`src/rtl/fetch_unit.sv`:
```
// Instruction fetch stage: PC register, next-PC selection and IF/ID register.
// Redirects beat stalls, stalls beat jumps; jumps resolve here with no bubble.
module fetch_unit #(
  parameter logic [31:0] RESET_PC = 32'h0000_0000
) (
  input  logic        clk,
  input  logic        reset,
  input  logic        stall,
  input  logic        redirect,
  input  logic [31:0] redirect_target,
  output logic [31:0] imem_addr,
  input  logic [31:0] imem_instr,
  output logic [31:0] if_id_instr,
  output logic [31:0] if_id_pc_plus4,
  output logic        if_id_valid,
  output logic [15:0] fetch_count
);

  logic [31:0] pc;
  logic [31:0] pc_plus4;
  logic [31:0] jump_target;
  logic [31:0] next_pc;
  logic        is_jump;
  logic        sel_redir;
  logic        sel_stall;
  logic        sel_jump;
  logic        sel_seq;
  logic        fetch_en;

  assign imem_addr   = pc;
  assign pc_plus4    = pc + 32'd4;
  assign is_jump     = (imem_instr[31:26] == 6'b000010);
  assign jump_target = {pc_plus4[31:28], imem_instr[25:0], 2'b00};

  // One-hot select so the priority order is explicit and exclusive.
  assign sel_redir = redirect;
  assign sel_stall = stall & ~redirect;
  assign sel_jump  = is_jump & ~stall & ~redirect;
  assign sel_seq   = ~is_jump & ~stall & ~redirect;
  assign fetch_en  = sel_jump | sel_seq;

  // Next-PC mux.
  always_comb begin
    next_pc = pc_plus4;
    unique case (1'b1)
      sel_redir: next_pc = {redirect_target[31:2], 2'b00};
      sel_stall: next_pc = pc;
      sel_jump:  next_pc = jump_target;
      sel_seq:   next_pc = pc_plus4;
      default:   next_pc = pc_plus4;
    endcase
  end

  // PC register.
  always_ff @(posedge clk) begin
    if (reset) begin
      pc <= RESET_PC;
    end else begin
      pc <= next_pc;
    end
  end

  // IF/ID register and delivered-instruction counter.
  always_ff @(posedge clk) begin
    if (reset) begin
      if_id_instr    <= 32'h0;
      if_id_pc_plus4 <= 32'h0;
      if_id_valid    <= 1'b0;
      fetch_count    <= 16'h0;
    end else if (sel_redir) begin
      if_id_valid <= 1'b0;
    end else if (fetch_en) begin
      if_id_instr    <= imem_instr;
      if_id_pc_plus4 <= pc_plus4;
      if_id_valid    <= 1'b1;
      fetch_count    <= fetch_count + 16'd1;
    end
  end

endmodule

```
`config.mk`:
```
export PLATFORM = sky130hd
export DESIGN_NAME = fetch_unit
export DESIGN_NICKNAME = d
export VERILOG_FILES = /design/src/rtl/fetch_unit.sv
export SDC_FILE = /design/constraint.sdc
export NUM_CORES = 1
export LEC_CHECK = 0
export BUFFER_PORTS_ARGS = -buffer_cell sky130_fd_sc_hd__buf_2
export CAP_MARGIN = 20
export CELL_PAD_IN_SITES_DETAIL_PLACEMENT = 0
export CELL_PAD_IN_SITES_GLOBAL_PLACEMENT = 2
export CORE_ASPECT_RATIO = 0.6
export CORE_MARGIN = 4
export CORE_UTILIZATION = 25
export DETAILED_ROUTE_END_ITERATION = 16
export HOLD_SLACK_MARGIN = 0.08
export PLACE_DENSITY_LB_ADDON = 0.12
export SLEW_MARGIN = 20
export SYNTH_ARGS = -nofsm -noshare
export SYNTH_HDL_FRONTEND = slang
export SYNTH_SLANG_ARGS = --single-unit
```
`constraint.sdc`:
```
create_clock -name clk -period 1.9 [get_ports clk]
set_input_delay 0.38 -clock clk [delete_from_list [all_inputs] [get_ports clk]]
set_output_delay 0.38 -clock clk [all_outputs]
set_load 0.05 [all_outputs]
```
Yosys cells after proc, flatten, opt, wreduce, memory -nomap -nowiden
Cells that the tools add are included.
{"block": "op_classes", "reduce_logical": 2, "bitwise_logic": 9, "n_eq_ne": 1, "muxes": 1, "n_addsub": 2}
{"op": "one-hot mux 32 bit (3 select lines)", "n": 1}
{"op": "adder 32 x 3 -> 32 bit (second input constant)", "n": 1}
{"op": "adder 16 x 1 -> 16 bit (second input constant)", "n": 1}
{"op": "== test 6 x 2 -> 1 bit (second input constant)", "n": 1}
{"op": "bitwise AND 1 bit", "n": 5}
{"op": "inverter 1 bit", "n": 3}
{"op": "AND reduction 2 bit", "n": 1}
{"op": "OR reduction 2 bit", "n": 1}
{"op": "bitwise OR 1 bit", "n": 1}
{"block": "word_totals", "input_bits": 68, "output_inout_bits": 113, "register_bits": 113}

Longest topological paths before layout
{"block": "logic_depth", "word_depth": 6, "depth_mapped": 7, "depth_no_buf": 6}

Least setup slack after synthesis
Ideal clock, no wire load.
{"block": "synth_path", "path_kind": "register to register", "start": "reg pc[15] (netlist: imem_addr[15])", "end": "reg pc[31] (netlist: imem_addr[31])", "setup_ns": 0.091, "t_required_ns": 1.809, "path_buffers": 1, "setup_slack_ns": -0.503, "t_arrival_ns": 2.312, "stages_incl_launch_ff": 7, "cell_sequence": "dfxtp_1 -> buf_2 -> nand4_4 -> nor4_4 -> nand3_4 -> or4_1 -> a311oi_1"}
{"block": "synth_between", "elab_chain_cells": 2}
{"element": "start, declared", "line_no": "19", "rtl": "logic [31:0] pc;"}
{"element": "start signal, assigned", "line_no": "59", "rtl": "pc <= next_pc;"}
{"element": "adder 32 x 3 -> 32 bit", "line_no": "31", "rtl": "assign pc_plus4 = pc + 32'd4;"}
{"element": "one-hot mux 32 bit (3 select lines)", "line_no": "45", "rtl": "unique case (1'b1)"}
No other way between the ends.
A chain may end at the register's enable or synchronous reset.

Worst setup path after layout
{"block": "layout_path", "start": "reg pc[22] (netlist: imem_addr[22])", "end": "reg pc[31] (netlist: imem_addr[31])"}
The elaborated chain is that of the path after synthesis.

==> impl_metrics.csv <==
group,metric,value,unit
status,outcome,"complete, no violations",
place,place_congestion,0.854,
critical_path,end_kind,"register",
run,cap_viol_max_count,0,
layout,final_common_cell,"buf_2",
critical_path,ff2ff_path_depth,6,
critical_path,reg2reg_to,"imem_addr[31]$_SDFFE_PP0N_",
sta,min_period,1860,ps
yosys,synth_top_area_cell,"dfxtp_1",
yosys,yosysTopAreaCellShare,41.2,%
layout,final_cell_mix,"buf_2, nand2_1, dfxtp_1",
sta,setup_ws,40.8,ps
sta,finalSetupViolCount,0,
critical_path,crit_chain,"nand4_1, nor4_4, buf_6, nand3_4, or4_1, a311oi_1",
worst_hold_path,min_path_cells,3,
detailed_routing,ant_nets,0,
critical_path,reg2reg_slack,40,ps
yosys,synth_area,5300,µm²
global_route,grt_max_degree,86,
worst_hold_path,worstHoldStart,"imem_instr[18]",
floorplan,initial_core_util,26.0,%
place,dp_hpwl,16.8,mm
sta,holdWs,270,ps
critical_path,required,2160,ps
power_and_ir_drop,p_int,0.00383,W
detailed_routing,drt-initial-drc-count,317,
yosys,synth-seq-area-share,41.2,%
place,port_buffers,174,
critical_path,crit_slowest_cell,"or4_1",
yosys,synthFlopType,"dfxtp_1",
sta,max_freq,538,MHz
clock_network,cts.sinks,109,
sta,setup_tns,0,ps
clock_network,h-tree-depth,3,
critical_path,critPathLaunchType,"register",
power_and_ir_drop,peakVddDrop,0.460,mV
sta,rsz0062_at_grt,"yes",
detailed_routing,wirelength,22.0,mm
floorplan,coreArea,20400,µm²
clock_network,cts_buffer_depth,2,
global_route,grt_usage,18.0,%
power_and_ir_drop,sw_frac_of_total,32.8,%
detailed_routing,vias,5774,
yosys,ys_ff_latch,109,
critical_path,slowest_delay,420,ps
layout,drive_gt1_share,36.7,%
clock_network,insertion_delay,360,ps
clock_network,cts_tree,"done",
critical_path,crit_type,"register to register",
worst_hold_path,whs_endpoint,"if_id_instr[18]$_SDFFE_PP0P_",
power_and_ir_drop,seqPwrFrac,43.9,%
layout,fin_nets,955,
clock_network,cts-root-buf,"clkbuf_16",
clock_network,numCtsBuffers,9,
power_and_ir_drop,switchingPower,0.00187,W
place,place_ws,-145,ps
floorplan,dieArea,23700,µm²
yosys,avgSynthCellArea,7.96,µm²
power_and_ir_drop,powerDensity,760,nW/µm²
power_and_ir_drop,power.total,0.00570,W
yosys,yosysWarnings,0,
global_route,antenna_found_initial,3,
global_route,grt.overflow.total,0,
layout,stdcell_count,1164,
detailed_routing,dr.pass1.iters,5,
floorplan,die_w,196,µm
yosys,synth_cells,666,
power_and_ir_drop,clkPwrFrac,33.6,%
power_and_ir_drop,combPwrFrac,22.5,%
detailed_routing,post-route-drc-count,0,
critical_path,timing.rr.start,"imem_addr[22]$_SDFFE_PP0N_",
global_route,grt_first_pass_wirelength,32.9,mm
yosys,synth_area_leaders,"dfxtp_1, nand2_1, a21oi_1",
floorplan,rows,40,
yosys,async_flop_share,0,%
sta,skew,13.0,ps
critical_path,critPathArrivalTime,2120,ps
yosys,synth_edf_count,0,
place,dpl.cell_count,1137,
sta,period_share,97.9,%
layout,syn2layout_area_growth,41.5,%
sta,slew_violations,0,
worst_hold_path,hold_class,"primary input to register",
detailed_routing,wl_per_cell,18.9,µm
power_and_ir_drop,leakage,3.26,nW
sta,hold_violations,0,
global_route,grt_pass1_vias,5456,
yosys,yosysUniqueCellTypes,64,
floorplan,pin_count,181,
floorplan,die_y,121,µm
detailed_routing,avgViaCountPerCell,4.96,
clock_network,clk_pin_slew,70,ps
critical_path,crit_fanout,7,
-- kinds of logic after synthesis --
logic type	count (synthesis)	synth area share [%]
adders and majority gates	2	0.472
AOI/OAI and AO/OA	177	20.8
xor gates and xnor gates	38	6.28
DFF	109	41.2
other	1	0.0707
and+or+nand+nor	269	24.8
muxes	7	1.35
buffers and inverters	63	5.03
-- how the worst max path moves through the flow --
stage | to | startpoint | slack, ps | depth (start not counted)
floorplan | if_id_pc_plus4[29]$_SDFFE_PP0P_ | imem_addr[20]$_SDFFE_PP0N_ | -180 | 6
CTS | imem_addr[14]$_SDFFE_PP0N_ | imem_addr[9]$_SDFFE_PP0N_ | 0.7 | 7
global route | imem_addr[31]$_SDFFE_PP0N_ | imem_addr[19]$_SDFFE_PP0N_ | -30 | 6
finish | imem_addr[31]$_SDFFE_PP0N_ | imem_addr[22]$_SDFFE_PP0N_ | 40 | 6
detailed placement | imem_addr[27]$_SDFFE_PP0N_ | stall | -150 | 7
global placement | imem_addr[27]$_SDFFE_PP0N_ | stall | -140 | 7
-- power by group through the flow --
stage | clock network [W] | logic, W | registers (W)
5_1_grt | 0.00207 | 0.00137 | 0.00252
3_5_place_dp | 0 | 0.00127 | 0.00255
2_1_floorplan | 0 | 0.000405 | 0.00297
3_3_place_gp | 0 | 0.00126 | 0.00255
4_1_cts | 0.00200 | 0.00127 | 0.00250
6_report | 0.00192 | 0.00128 | 0.00250
-- stage by stage --
stage / cell area (µm²) / util (%)
2_1_floorplan: 5440 / -
3_3_place_gp: 7040 / 34.5
3_5_place_dp: 7040 / 34.5
4_1_cts: 7350 / 36.0
5_1_grt: 7500 / 36.7
6_report: 7500 / 36.7
-- sequential cells by signal (all words and copies together), names as in the netlist --
name / flops
imem_addr: 30
if_id_pc_plus4: 30
if_id_valid: 1
fetch_count: 16
if_id_instr: 32
-- synthesized netlist by cell type, drive strengths merged (5+ instances only) --
| master | n |
|---|---|
| a21oi | 69 |
| o21ai | 37 |
| mux2i | 6 |
| a31oi | 7 |
| dfxtp | 109 |
| xor2 | 25 |
| o22ai | 6 |
| nand4 | 13 |
| buf | 19 |
| a311oi | 5 |
| or3 | 8 |
| xnor2 | 13 |
| nand3 | 20 |
| a211oi | 14 |
| nor3 | 13 |
| and2 | 6 |
| nor4 | 9 |
| nor2 | 71 |
| a221o | 5 |
| clkbuf | 39 |
| nand2 | 102 |
| and3 | 11 |
-- critical path, delay by kind of cell, from the launching register on --
kind	cells	cell delay, ps
AOI/OAI and AO/OA	1	220
DFF	1	340
buffers and inverters	1	170
and+or+nand+nor	4	1030
-- area by class of cell --
class | count | area [µm²]
multi-input cells | 497 | 2980
inverters | 5 | 18.8
well taps | 273 | 342
fillers | 2180 | 12900
repair buffers | 263 | 1620
flip-flops and latches | 109 | 2250
diodes | 1 | 2.50
clock buffers | 16 | 293
-- what timing repair did --
action | 4_1_cts | 5_1_grt
setup buffers | 1 | 9
setup endpoints to repair | 7 | 19
hold buffers | 0 | 0
pin swaps | 5 | 8
resized for setup | 2 | 14
-- metal layers --
metal,vias up,track usage (%),part of all wire (%)
met5,-,0,0.095
met4,4,4.36,0.98
met3,19,5.10,6.6
met2,180,26.3,43
met1,2771,26.0,49
li1,2800,-,-
Note: power is estimated with default switching activity, not from simulation.
